**src/rtl/gpio_cmd_ctrl_pkg.sv**
```systemverilog
// Shared definitions for the GPIO command controller: GPIO word fields,
// opcodes, LED sequencer modes and command FSM states.
package gpio_cmd_ctrl_pkg;

  localparam int STROBE_BIT = 31;
  localparam int OPC_MSB    = 23;
  localparam int OPC_LSB    = 16;
  localparam int DATA_MSB   = 15;
  localparam int DATA_LSB   = 0;
  localparam int ACK_BIT    = 31;
  localparam int ERR_BIT    = 30;

  localparam int NB_OPC  = OPC_MSB - OPC_LSB + 1;
  localparam int NB_DATA = DATA_MSB - DATA_LSB + 1;

  localparam logic [NB_OPC-1:0] OP_NOP          = 8'h00;
  localparam logic [NB_OPC-1:0] OP_WR_PATTERN   = 8'h01;
  localparam logic [NB_OPC-1:0] OP_WR_PERIOD_LO = 8'h02;
  localparam logic [NB_OPC-1:0] OP_WR_PERIOD_HI = 8'h03;
  localparam logic [NB_OPC-1:0] OP_WR_MODE      = 8'h04;
  localparam logic [NB_OPC-1:0] OP_RD_SW        = 8'h05;
  localparam logic [NB_OPC-1:0] OP_RD_STATUS    = 8'h06;

  typedef enum logic [1:0] {
    MODE_STATIC = 2'd0,
    MODE_ROT_L  = 2'd1,
    MODE_ROT_R  = 2'd2,
    MODE_BLINK  = 2'd3
  } mode_e;

  typedef enum logic [1:0] {
    ST_IDLE     = 2'd0,
    ST_EXEC     = 2'd1,
    ST_ACK_WAIT = 2'd2
  } state_e;

endpackage

```
**src/rtl/gpio_cmd_ctrl_led_sequencer.sv**
```systemverilog
// Prescaled RGB LED pattern engine: a period counter that emits one tick per
// period+1 cycles and rotates or blinks the current pattern on each tick.
module led_sequencer
  import gpio_cmd_ctrl_pkg::*;
#(
  parameter int NB_RGB    = 3,
  parameter int NB_PAT    = 12,
  parameter int NB_PERIOD = 32
) (
  input  logic                 clk,
  input  logic                 rst_n,
  input  logic                 load,
  input  logic                 restart,
  input  logic [NB_PAT-1:0]    pattern,
  input  mode_e                mode,
  input  logic                 run,
  input  logic [NB_PERIOD-1:0] period,
  output logic [NB_PAT-1:0]    cur,
  output logic                 tick
);

  logic [NB_PERIOD-1:0] cnt;
  logic                 active;
  logic                 wrap;
  logic [NB_PAT-1:0]    cur_step;

  assign active = run && (mode != MODE_STATIC);
  // >= rather than == keeps the counter bounded even if period shrinks mid-count.
  assign wrap   = active && (cnt >= period);

  // NOTE: every combinational output gets a default first so no latch is inferred.
  always_comb begin
    cur_step = cur;
    case (mode)
      MODE_ROT_L: cur_step = {cur[NB_PAT-NB_RGB-1:0], cur[NB_PAT-1:NB_PAT-NB_RGB]};
      MODE_ROT_R: cur_step = {cur[NB_RGB-1:0], cur[NB_PAT-1:NB_RGB]};
      MODE_BLINK: cur_step = (cur == pattern) ? '0 : pattern;
      default:    cur_step = cur;
    endcase
  end

  // Command updates take priority over a coincident tick, which is dropped.
  always_ff @(posedge clk or negedge rst_n) begin
    if (!rst_n) begin
      cnt  <= '0;
      cur  <= '0;
      tick <= 1'b0;
    end else if (load) begin
      cnt  <= '0;
      cur  <= pattern;
      tick <= 1'b0;
    end else if (restart) begin
      cnt  <= '0;
      cur  <= active ? cur : pattern;
      tick <= 1'b0;
    end else if (!active) begin
      cnt  <= '0;
      cur  <= pattern;
      tick <= 1'b0;
    end else if (wrap) begin
      cnt  <= '0;
      cur  <= cur_step;
      tick <= 1'b1;
    end else begin
      cnt  <= cnt + 1'b1;
      tick <= 1'b0;
    end
  end

endmodule

```
**src/rtl/gpio_cmd_ctrl.sv**
```systemverilog
// Command controller between the MicroBlaze GPIO word and the board LEDs and
// switches: strobe/ack command FSM, LED registers, switch synchroniser, readback.
module gpio_cmd_ctrl
  import gpio_cmd_ctrl_pkg::*;
#(
  parameter int NB_GPIOS       = 32,
  parameter int NB_SWITCHES    = 4,
  parameter int NB_RGB         = 3,
  parameter int N_RGB_LEDS     = 4,
  parameter int NB_PAT         = NB_RGB * N_RGB_LEDS,
  parameter int NB_PERIOD      = 32,
  parameter int DEFAULT_PERIOD = 50_000_000
) (
  input  logic                   i_clk,
  input  logic                   i_reset,
  input  logic [NB_GPIOS-1:0]    i_gpo,
  input  logic [NB_SWITCHES-1:0] i_sw,
  output logic [NB_GPIOS-1:0]    o_gpi,
  output logic [NB_PAT-1:0]      o_leds_rgb,
  output logic                   o_seq_tick
);

  // Strobe bit resets high so a strobe held across reset does not look like a new edge.
  localparam logic [NB_GPIOS-1:0] GPO_RESET = NB_GPIOS'(1) << STROBE_BIT;

  logic [NB_GPIOS-1:0]    gpo_q;
  logic                   gpo_prev_strobe;
  logic                   rise;
  logic [NB_SWITCHES-1:0] sw_meta;
  logic [NB_SWITCHES-1:0] sw_sync;

  state_e                 state_q, state_d;
  logic [NB_OPC-1:0]      opc_q;
  logic [NB_DATA-1:0]     data_q;

  logic                   ack_q, ack_d;
  logic                   err_q, err_d;
  logic [NB_DATA-1:0]     rdata_q, rdata_d;
  logic [NB_PAT-1:0]      pattern_q, pattern_d;
  mode_e                  mode_q, mode_d;
  logic                   run_q, run_d;
  logic [NB_PERIOD-1:0]   period_q, period_d;
  logic [NB_DATA-1:0]     shadow_lo_q, shadow_lo_d;
  logic                   seq_load, seq_restart;
  logic [NB_PAT-1:0]      cur;

  assign rise = gpo_q[STROBE_BIT] & ~gpo_prev_strobe;

  // NOTE: sequential state uses non-blocking assignments only, so every register samples pre-edge values.
  always_ff @(posedge i_clk or negedge i_reset) begin
    if (!i_reset) begin
      gpo_q           <= GPO_RESET;
      gpo_prev_strobe <= 1'b1;
      sw_meta         <= '0;
      sw_sync         <= '0;
    end else begin
      gpo_q           <= i_gpo;
      gpo_prev_strobe <= gpo_q[STROBE_BIT];
      sw_meta         <= i_sw;
      sw_sync         <= sw_meta;
    end
  end

  always_ff @(posedge i_clk or negedge i_reset) begin
    if (!i_reset) state_q <= ST_IDLE;
    else          state_q <= state_d;
  end

  always_comb begin
    state_d = state_q;
    case (state_q)
      ST_IDLE:     if (rise) state_d = ST_EXEC;
      ST_EXEC:     state_d = ST_ACK_WAIT;
      ST_ACK_WAIT: if (!gpo_q[STROBE_BIT]) state_d = ST_IDLE;
      default:     state_d = ST_IDLE;
    endcase
  end

  always_comb begin
    ack_d       = ack_q;
    err_d       = err_q;
    rdata_d     = rdata_q;
    pattern_d   = pattern_q;
    mode_d      = mode_q;
    run_d       = run_q;
    period_d    = period_q;
    shadow_lo_d = shadow_lo_q;
    seq_load    = 1'b0;
    seq_restart = 1'b0;
    case (state_q)
      ST_EXEC: begin
        ack_d   = 1'b1;
        err_d   = 1'b0;
        rdata_d = '0;
        case (opc_q)
          OP_NOP: ;
          OP_WR_PATTERN: begin
            pattern_d = data_q[NB_PAT-1:0];
            seq_load  = 1'b1;
          end
          OP_WR_PERIOD_LO: shadow_lo_d = data_q;
          OP_WR_PERIOD_HI: begin
            period_d    = {data_q[NB_PERIOD-17:0], shadow_lo_q};
            seq_restart = 1'b1;
          end
          OP_WR_MODE: begin
            mode_d   = mode_e'(data_q[1:0]);
            run_d    = data_q[2];
            seq_load = 1'b1;
          end
          OP_RD_SW:     rdata_d = NB_DATA'(sw_sync);
          OP_RD_STATUS: rdata_d = {1'b0, run_q, mode_q, 12'(cur)};
          default:      err_d = 1'b1;
        endcase
      end
      ST_ACK_WAIT: if (!gpo_q[STROBE_BIT]) ack_d = 1'b0;
      default: ;
    endcase
  end

  always_ff @(posedge i_clk or negedge i_reset) begin
    if (!i_reset) begin
      opc_q       <= '0;
      data_q      <= '0;
      ack_q       <= 1'b0;
      err_q       <= 1'b0;
      rdata_q     <= '0;
      pattern_q   <= '0;
      mode_q      <= MODE_STATIC;
      run_q       <= 1'b0;
      period_q    <= NB_PERIOD'(DEFAULT_PERIOD);
      shadow_lo_q <= '0;
    end else begin
      if (state_q == ST_IDLE && rise) begin
        opc_q  <= gpo_q[OPC_MSB:OPC_LSB];
        data_q <= gpo_q[DATA_MSB:DATA_LSB];
      end
      ack_q       <= ack_d;
      err_q       <= err_d;
      rdata_q     <= rdata_d;
      pattern_q   <= pattern_d;
      mode_q      <= mode_d;
      run_q       <= run_d;
      period_q    <= period_d;
      shadow_lo_q <= shadow_lo_d;
    end
  end

  // The sequencer sees next-state register values so a write takes effect on its own EXEC edge.
  led_sequencer #(
    .NB_RGB   (NB_RGB),
    .NB_PAT   (NB_PAT),
    .NB_PERIOD(NB_PERIOD)
  ) u_led_sequencer (
    .clk    (i_clk),
    .rst_n  (i_reset),
    .load   (seq_load),
    .restart(seq_restart),
    .pattern(pattern_d),
    .mode   (mode_d),
    .run    (run_d),
    .period (period_d),
    .cur    (cur),
    .tick   (o_seq_tick)
  );

  assign o_leds_rgb = cur;

  always_comb begin
    o_gpi                    = '0;
    o_gpi[ACK_BIT]           = ack_q;
    o_gpi[ERR_BIT]           = err_q;
    o_gpi[DATA_MSB:DATA_LSB] = rdata_q;
  end

endmodule

```
**config.mk**
```make
export PLATFORM = sky130hd
export DESIGN_NAME = gpio_cmd_ctrl
export DESIGN_NICKNAME = d
export VERILOG_FILES = /design/src/rtl/gpio_cmd_ctrl_pkg.sv /design/src/rtl/gpio_cmd_ctrl_led_sequencer.sv /design/src/rtl/gpio_cmd_ctrl.sv
export SDC_FILE = /design/constraint.sdc
export NUM_CORES = 1
export LEC_CHECK = 0
export ABC_AREA = 1
export ABC_CLOCK_PERIOD_IN_PS = 6550
export CORE_UTILIZATION = 45
export CTS_BUF_LIST = sky130_fd_sc_hd__clkbuf_8
export DETAILED_ROUTE_END_ITERATION = 12
export PLACE_DENSITY_LB_ADDON = 0.25
export SETUP_SLACK_MARGIN = 0.5
export SLEW_MARGIN = 20
export SYNTH_ARGS = -nofsm -noshare
export SYNTH_HDL_FRONTEND = slang
export SYNTH_SLANG_ARGS = --single-unit
```
**constraint.sdc**
```tcl
create_clock -name i_clk -period 6.55 [get_ports i_clk]
set_input_delay 1.31 -clock i_clk [delete_from_list [all_inputs] [get_ports i_clk]]
set_output_delay 1.31 -clock i_clk [all_outputs]
set_load 0.05 [all_outputs]
```
After elaboration in Yosys (flattened, before gate mapping)
Cells that the tools add are included.
W data, S select, Z words.
{ "op_classes": {"muxes": 34, "n_addsub": 1, "bitwise_logic": 2, "n_reduce_logical": 13, "n_eq_ne": 17, "order_cmp": 1} }
{ "ops": {"columns": ["op", "count"], "rows": [
  ["$mux W32", 6],
  ["$mux W12", 8],
  ["$pmux W12 S3", 1],
  ["$add A32 B1 Y32 const B", 1],
  ["$ge A32 B32 Y1", 1],
  ["$pmux W15 S2", 1],
  ["$eq A8 B3 Y1 const B", 3],
  ["$eq A8 B2 Y1 const B", 2],
  ["$eq A12 B12 Y1", 1],
  ["$mux W1", 12],
  ["$eq A8 B1 Y1 const B", 1],
  ["$logic_not A8 Y1", 1],
  ["$mux W2", 4],
  ["$reduce_or A7 Y1", 1],
  ["$eq A2 B2 Y1 const B", 3],
  ["$ne A3 B3 Y1 const B", 2],
  ["$pmux W2 S3", 1],
  ["$reduce_and A2 Y1", 3],
  ["$ne A5 B5 Y1 const B", 1],
  ["$eq A2 B1 Y1 const B", 2],
  ["$ne A2 B2 Y1 const B", 2],
  ["$reduce_bool A2 Y1", 2],
  ["$logic_and A1 B1 Y1", 3],
  ["$reduce_and A3 Y1", 1],
  ["5 further kinds", 5]
]} }
{ "word_totals": {"input_bits": 38, "output_inout_bits": 45, "elab_cells": 86, "register_bits": 193} }

Logic depth before layout (Yosys ltp)
{ "depth": {"ltp_word": 10, "depth_mapped": 24, "depth_no_buf": 22} }

Modules after synthesis
A second synthesis with hierarchy kept.
{ "hier_totals": {"cells_unflattened": 1016, "area_unflattened_um2": 8871.0} }
{ "modules_own_cells": {"columns": ["mod", "seq_area_each_um2", "n_inst", "area_each_um2", "cells_per_inst"], "rows": [
  ["gpio_cmd_ctrl", 3520.9, 1, 5149.9, 499],
  ["led_sequencer", 1126.1, 1, 3721.1, 517]
]} }

Worst setup path after synthesis
Ideal clock, no wire load.
{ "synth_timing": {"path_kind": "register to register", "startpoint": "register opc_q[3]", "endpoint": "register u_led_sequencer.cur[10]", "stages_incl_launch_ff": 21, "path_slack_ns": 3.310, "t_arrival_ns": 3.173, "required_time_ns": 6.483, "cell_sequence": "dfrtp_1 > nor2_1 > nand3_1 > nor2_1 > nand2_1 > inv_1 > clkbuf_1 > or2_2 > o21ai_0 > ha_1 > nand2_1 > nor3_1 > nand3_1 > nor4_1 > nand4_1 > nand3_1 > nand2_1 > nand2_1 > clkbuf_1 > nand2_1 > nand2_1"} }
{ "synth_via": {"elab_chain_len": 10} }
{ "synth_lines": {"columns": ["item", "line_no", "source"], "rows": [
  ["from (decl)", "gpio_cmd_ctrl.sv:33", "logic [NB_OPC-1:0] opc_q;"],
  ["from (signal assigned)", "gpio_cmd_ctrl.sv:135", "opc_q <= gpo_q[OPC_MSB:OPC_LSB];"],
  ["branches (longest 10 deep; another with $ge A32 B32 Y1)", null, null],
  ["to (signal assigned)", "gpio_cmd_ctrl_led_sequencer.sv:50", "cur <= pattern;"],
  ["to (signal assigned)", "gpio_cmd_ctrl_led_sequencer.sv:54", "cur <= active ? cur : pattern;"],
  ["to (signal assigned)", "gpio_cmd_ctrl_led_sequencer.sv:58", "cur <= pattern;"],
  ["to (decl)", "gpio_cmd_ctrl_led_sequencer.sv:18", "output logic [NB_PAT-1:0] cur,"]
]} }
Parallel ways; which one is timed is not known. The select of a mux whose other input is x is not followed.
A chain may end at the register's enable or synchronous reset.

Final worst setup path
{ "layout_timing": {"startpoint": "register opc_q[3]", "endpoint": "register u_led_sequencer.cur[11]"} }
The elaborated chain is that of the path after synthesis.

==> implementation parameters <==
Parameter                              Value

Detailed routing
  Via-per-instance ratio ... 4.92
  Total vias in the final route ... 6504
  Post-route ant nets ... 0
  Routed len/inst ... 13.9 µm
  Routed wire length ... 18.4 mm
  DRC viols ... 0
  Initial DRT Pass Iterations ... 5
  Drt initial violations ... 413

Floorplan
  Standard-cell rows ... 50
  DIE HEIGHT ... 141 µm
  Num ports ... between 80 and 90
  Die Span X ... between 100 and 150 µm
  Effective utilization at floorplan ... 46.3%
  Die area ... 19900 µm²
  Core area ... 18800 µm²

Synthesis
  Area of the mapped netlist ... 8710 µm²
  Mean instance size in the synthesized netlist ... 8.77 µm²
  Total of warnings raised by yosys ... 0
  Synthesis-stage register bit count ... between 150 and 200
  Gate count after technology mapping ... 994
  Synth cell types ... 40
  Register area share after synthesis ... 53.3%

Critical path
  Highest-delay cell along the critical path ... sky130_fd_sc_hd__nand2_1
  Critical Path Max Stage Delay ... 0.50 ns
  Type of the worst setup path ... reg -> reg
  Worst-path cell chain ... nor2_1, nand3_1, nor2_1, nand2_1, buf_4, inv_1, buf_4, or2_2, o21ai_0, ha_1, nand2_1, nor3_1, nand3_1, nor4_1, nand4_1, nand3_1, nand2_1, nand2_1, nand2_1, nand2_1
  Worst-path fanout max ... 33
  First element of the critical path ... opc_q[3]
  Critical Path End Type ... flop
  Critical path data arrival time ... 4.98 ns
  CP Data Required Time ... 6.96 ns
  R2r startpoint ... opc_q[3]
  Startpoint Class ... flop
  Cell mode on critical path ... sky130_fd_sc_hd__nand2_1

CTS
  Number of buffers added for setup after CTS ... 0
  CTS tree ... yes
  Number of buffers created by CTS ... 17
  Root buf cell ... sky130_fd_sc_hd__clkbuf_8
  Maximum level of the CTS H-tree ... 4
  Buffer depth of the longest clock path ... 2
  Clock latency on the worst-skew pair ... 0.47 ns
  Number of buffers inserted by hold repair at cts ... 0
  Clock transition time at the flip-flop clock pins of the worst setup and hold paths ... 0.10 ns
  Post-cts resize count ... 0
  TritonCTS Sinks ... 185

Finish
  Layout Cell Area excl Fill ... between 9000 and 10000 µm²
  Final-stage net count ... between 1000 and 1500
  Antenna diode instance count ... 0
  Area growth syn-to-layout ... 13.4%
  Finished Core Util ... 52.5%
  Fraction of layout cells with a size suffix above 1 ... 10.3%

Global route
  Vias in the first global route ... 6225
  First-pass GRT wire length ... 31.3 mm
  Overall Global Routing Usage ... roughly a fifth
  Sum of overflow across all layers after global routing ... 0
  Antenna violations before repair ... 0
  Pin count of the biggest net entering global routing ... 89

Place
  HPWL after DPL ... approximately 13 mm
  Final GP Congestion ... about 0.86
  Post-place instance area ... between 9000 and 10000 µm²
  Total of buffers placed on input and output ports ... 60
  Dpl ws ... 2.08 ns

Power and ir drop
  Leakage ... 0.00498 µW
  Worst vdd rail ir drop ... 0.141 mV
  Ratio of total power to cell area ... 281 nW/µm²

Worst hold path
  Hold Startpoint ... sw_meta[0]
  Hold Path Class ... reg -> reg

Timing
  Worst Max-Slew Pin Slew ... 0.975 ns
  Worst clock skew ... 0.0159 ns
  Final setup violation count ... 0
  Post-layout min period ... 4.58 ns
  Setup_tns ... 0 ns
  Tightest hold margin ... 0.358 ns
  Final hold violation count ... 0
  Unrepaired setup endpoints after global routing ... false
  Post-route worst setup slack ... 1.97 ns
  Period Utilization, post-route ... 69.9%
  Peak Freq ... 218 MHz
  Headroom to the max-slew limit ... 34.8%
  Slew Viols, Final ... 0

Run
  Max capacitance violation total ... 0

Run status
  Status ... finished, final reports clean
-- per-stage QoR --
step                total power, µW  cells
finish                         2770   1322
CTS                            2800   1322
detailed placement             2040   1290
global placement               2030   1290
floorplan                      1840   1008
global route                   2950   1322
-- layout by cell type, fill, tap and decap left out, types with 3 or more instances in the layout --
cell type	synthesis	routed
sky130_fd_sc_hd__o31ai_1	8	8
sky130_fd_sc_hd__nand2_2	10	10
sky130_fd_sc_hd__or2_2	33	33
sky130_fd_sc_hd__nor3_1	18	18
sky130_fd_sc_hd__inv_1	114	116
sky130_fd_sc_hd__clkinvlp_4	0	3
sky130_fd_sc_hd__nor4_1	5	4
sky130_fd_sc_hd__conb_1	1	15
sky130_fd_sc_hd__clkdlybuf4s50_1	0	59
sky130_fd_sc_hd__dfrtp_1	171	171
sky130_fd_sc_hd__buf_4	18	8
sky130_fd_sc_hd__inv_8	0	3
sky130_fd_sc_hd__inv_6	0	4
sky130_fd_sc_hd__nand4_1	11	11
sky130_fd_sc_hd__ha_1	36	36
sky130_fd_sc_hd__a21oi_1	11	11
sky130_fd_sc_hd__nand2_1	259	259
sky130_fd_sc_hd__dfstp_2	14	14
sky130_fd_sc_hd__xor2_1	16	16
sky130_fd_sc_hd__nand3_1	49	49
sky130_fd_sc_hd__o21ai_0	99	99
sky130_fd_sc_hd__nor2_1	65	65
sky130_fd_sc_hd__xnor2_1	6	6
sky130_fd_sc_hd__clkbuf_8	0	18
-- path summary, 6_finish.rpt --
kind | to | slack, ns | cells past startpoint
max | u_led_sequencer.cur[11] | 1.97 | 20
min reg2reg | sw_sync[0] | 0.36 | 0
max in group asynchronous | u_led_sequencer.cnt[15] | 4.47 | 2
min in group asynchronous | gpo_q[23] | 0.88 | 1
max reg2reg | u_led_sequencer.cur[11] | 1.97 | 20
min | sw_sync[0] | 0.36 | 0
-- cell type report --
| cell class | count | area [µm²] |
|---|---|---|
| repair buffers | 68 | 662 |
| well taps | 260 | 325 |
| clock buffers | 18 | 248 |
| inverters | 116 | 435 |
| flip-flops and latches | 185 | 4650 |
| clock inverters | 14 | 138 |
| fillers | 1772 | 8950 |
| multi-input cells | 661 | 3430 |
-- power by group --
| part | switching, µW | internal (µW) | leakage, µW |
|---|---|---|---|
| combinational | 425 | 221 | 0.00238 |
| clock | 430 | 321 | 0.000195 |
| sequential | 89.3 | 1290 | 0.00240 |
-- synthesized netlist by cell type (all sizes together) --
library cell | instances | share of area [%]
nand2 | 269 | 12
dfrtp | 171 | 49
inv | 115 | 5.0
o21ai | 100 | 5.8
nor2 | 68 | 3.1
nand3 | 49 | 2.8
ha | 36 | 5.2
or2 | 34 | 2.5
buf | 25 | 2.1
nor3 | 22 | 1.6
clkbuf | 21 | 0.90
xor2 | 16 | 1.6
dfstp | 14 | 4.2
nand4 | 12 | 1.0
a21oi | 11 | 0.63
o31ai | 8 | 0.69
xnor2 | 6 | 0.60
nor4 | 5 | 0.36
a31oi | 2 | 0.14
nor3b | 2 | 0.23
a211oi | 1 | 0.086
a21o | 1 | 0.086
a311oi | 1 | 0.10
clkinv | 1 | 0.043
conb | 1 | 0.043
nand3b | 1 | 0.086
o211ai | 1 | 0.086
or3 | 1 | 0.072
-- sequential cells by signal, indices dropped and copies added, names as in the netlist, 2 cells and up --
signal               flops
rdata_q                 15
period_q                32
sw_meta                  4
opc_q                    8
u_led_sequencer.cnt     32
data_q                  16
state_q                  2
gpo_q                   25
pattern_q               12
mode_q                   2
shadow_lo_q             16
u_led_sequencer.cur     12
sw_sync                  4
-- cells by family (layout without fill, tap and decap cells) --
group	count (synthesis)	count (layout)	synth area share, %
compound gates	125	125	7.61
xor+xnor	22	22	2.21
fa+ha+maj	36	36	5.17
buf+inv	162	216	8.00
flops	185	185	53.3
other cells	1	15	0.0430
simple gates	463	463	23.6
-- worst max-delay path, delay by kind of cell (launching register included) --
| family | cells | cell delay (ns) |
|---|---|---|
| AO/OA/AOI/OAI | 1 | 0.10 |
| buffers and inverters | 3 | 0.81 |
| adder cells (fa/ha/maj) | 1 | 0.32 |
| flip-flops | 1 | 0.46 |
| AND/OR/NAND/NOR | 15 | 2.82 |
-- layer usage --
| layer | up-vias | wire [µm] | GRT usage, % |
|---|---|---|---|
| li1 | 3246 | - | - |
| met2 | 147 | 8420 | 31.3 |
| met1 | 3091 | 8910 | 29.0 |
| met4 | 0 | 249 | 6.12 |
| met3 | 20 | 773 | 3.84 |
| met5 | - | 0 | 0 |
Power figures use the tool's default switching activity.
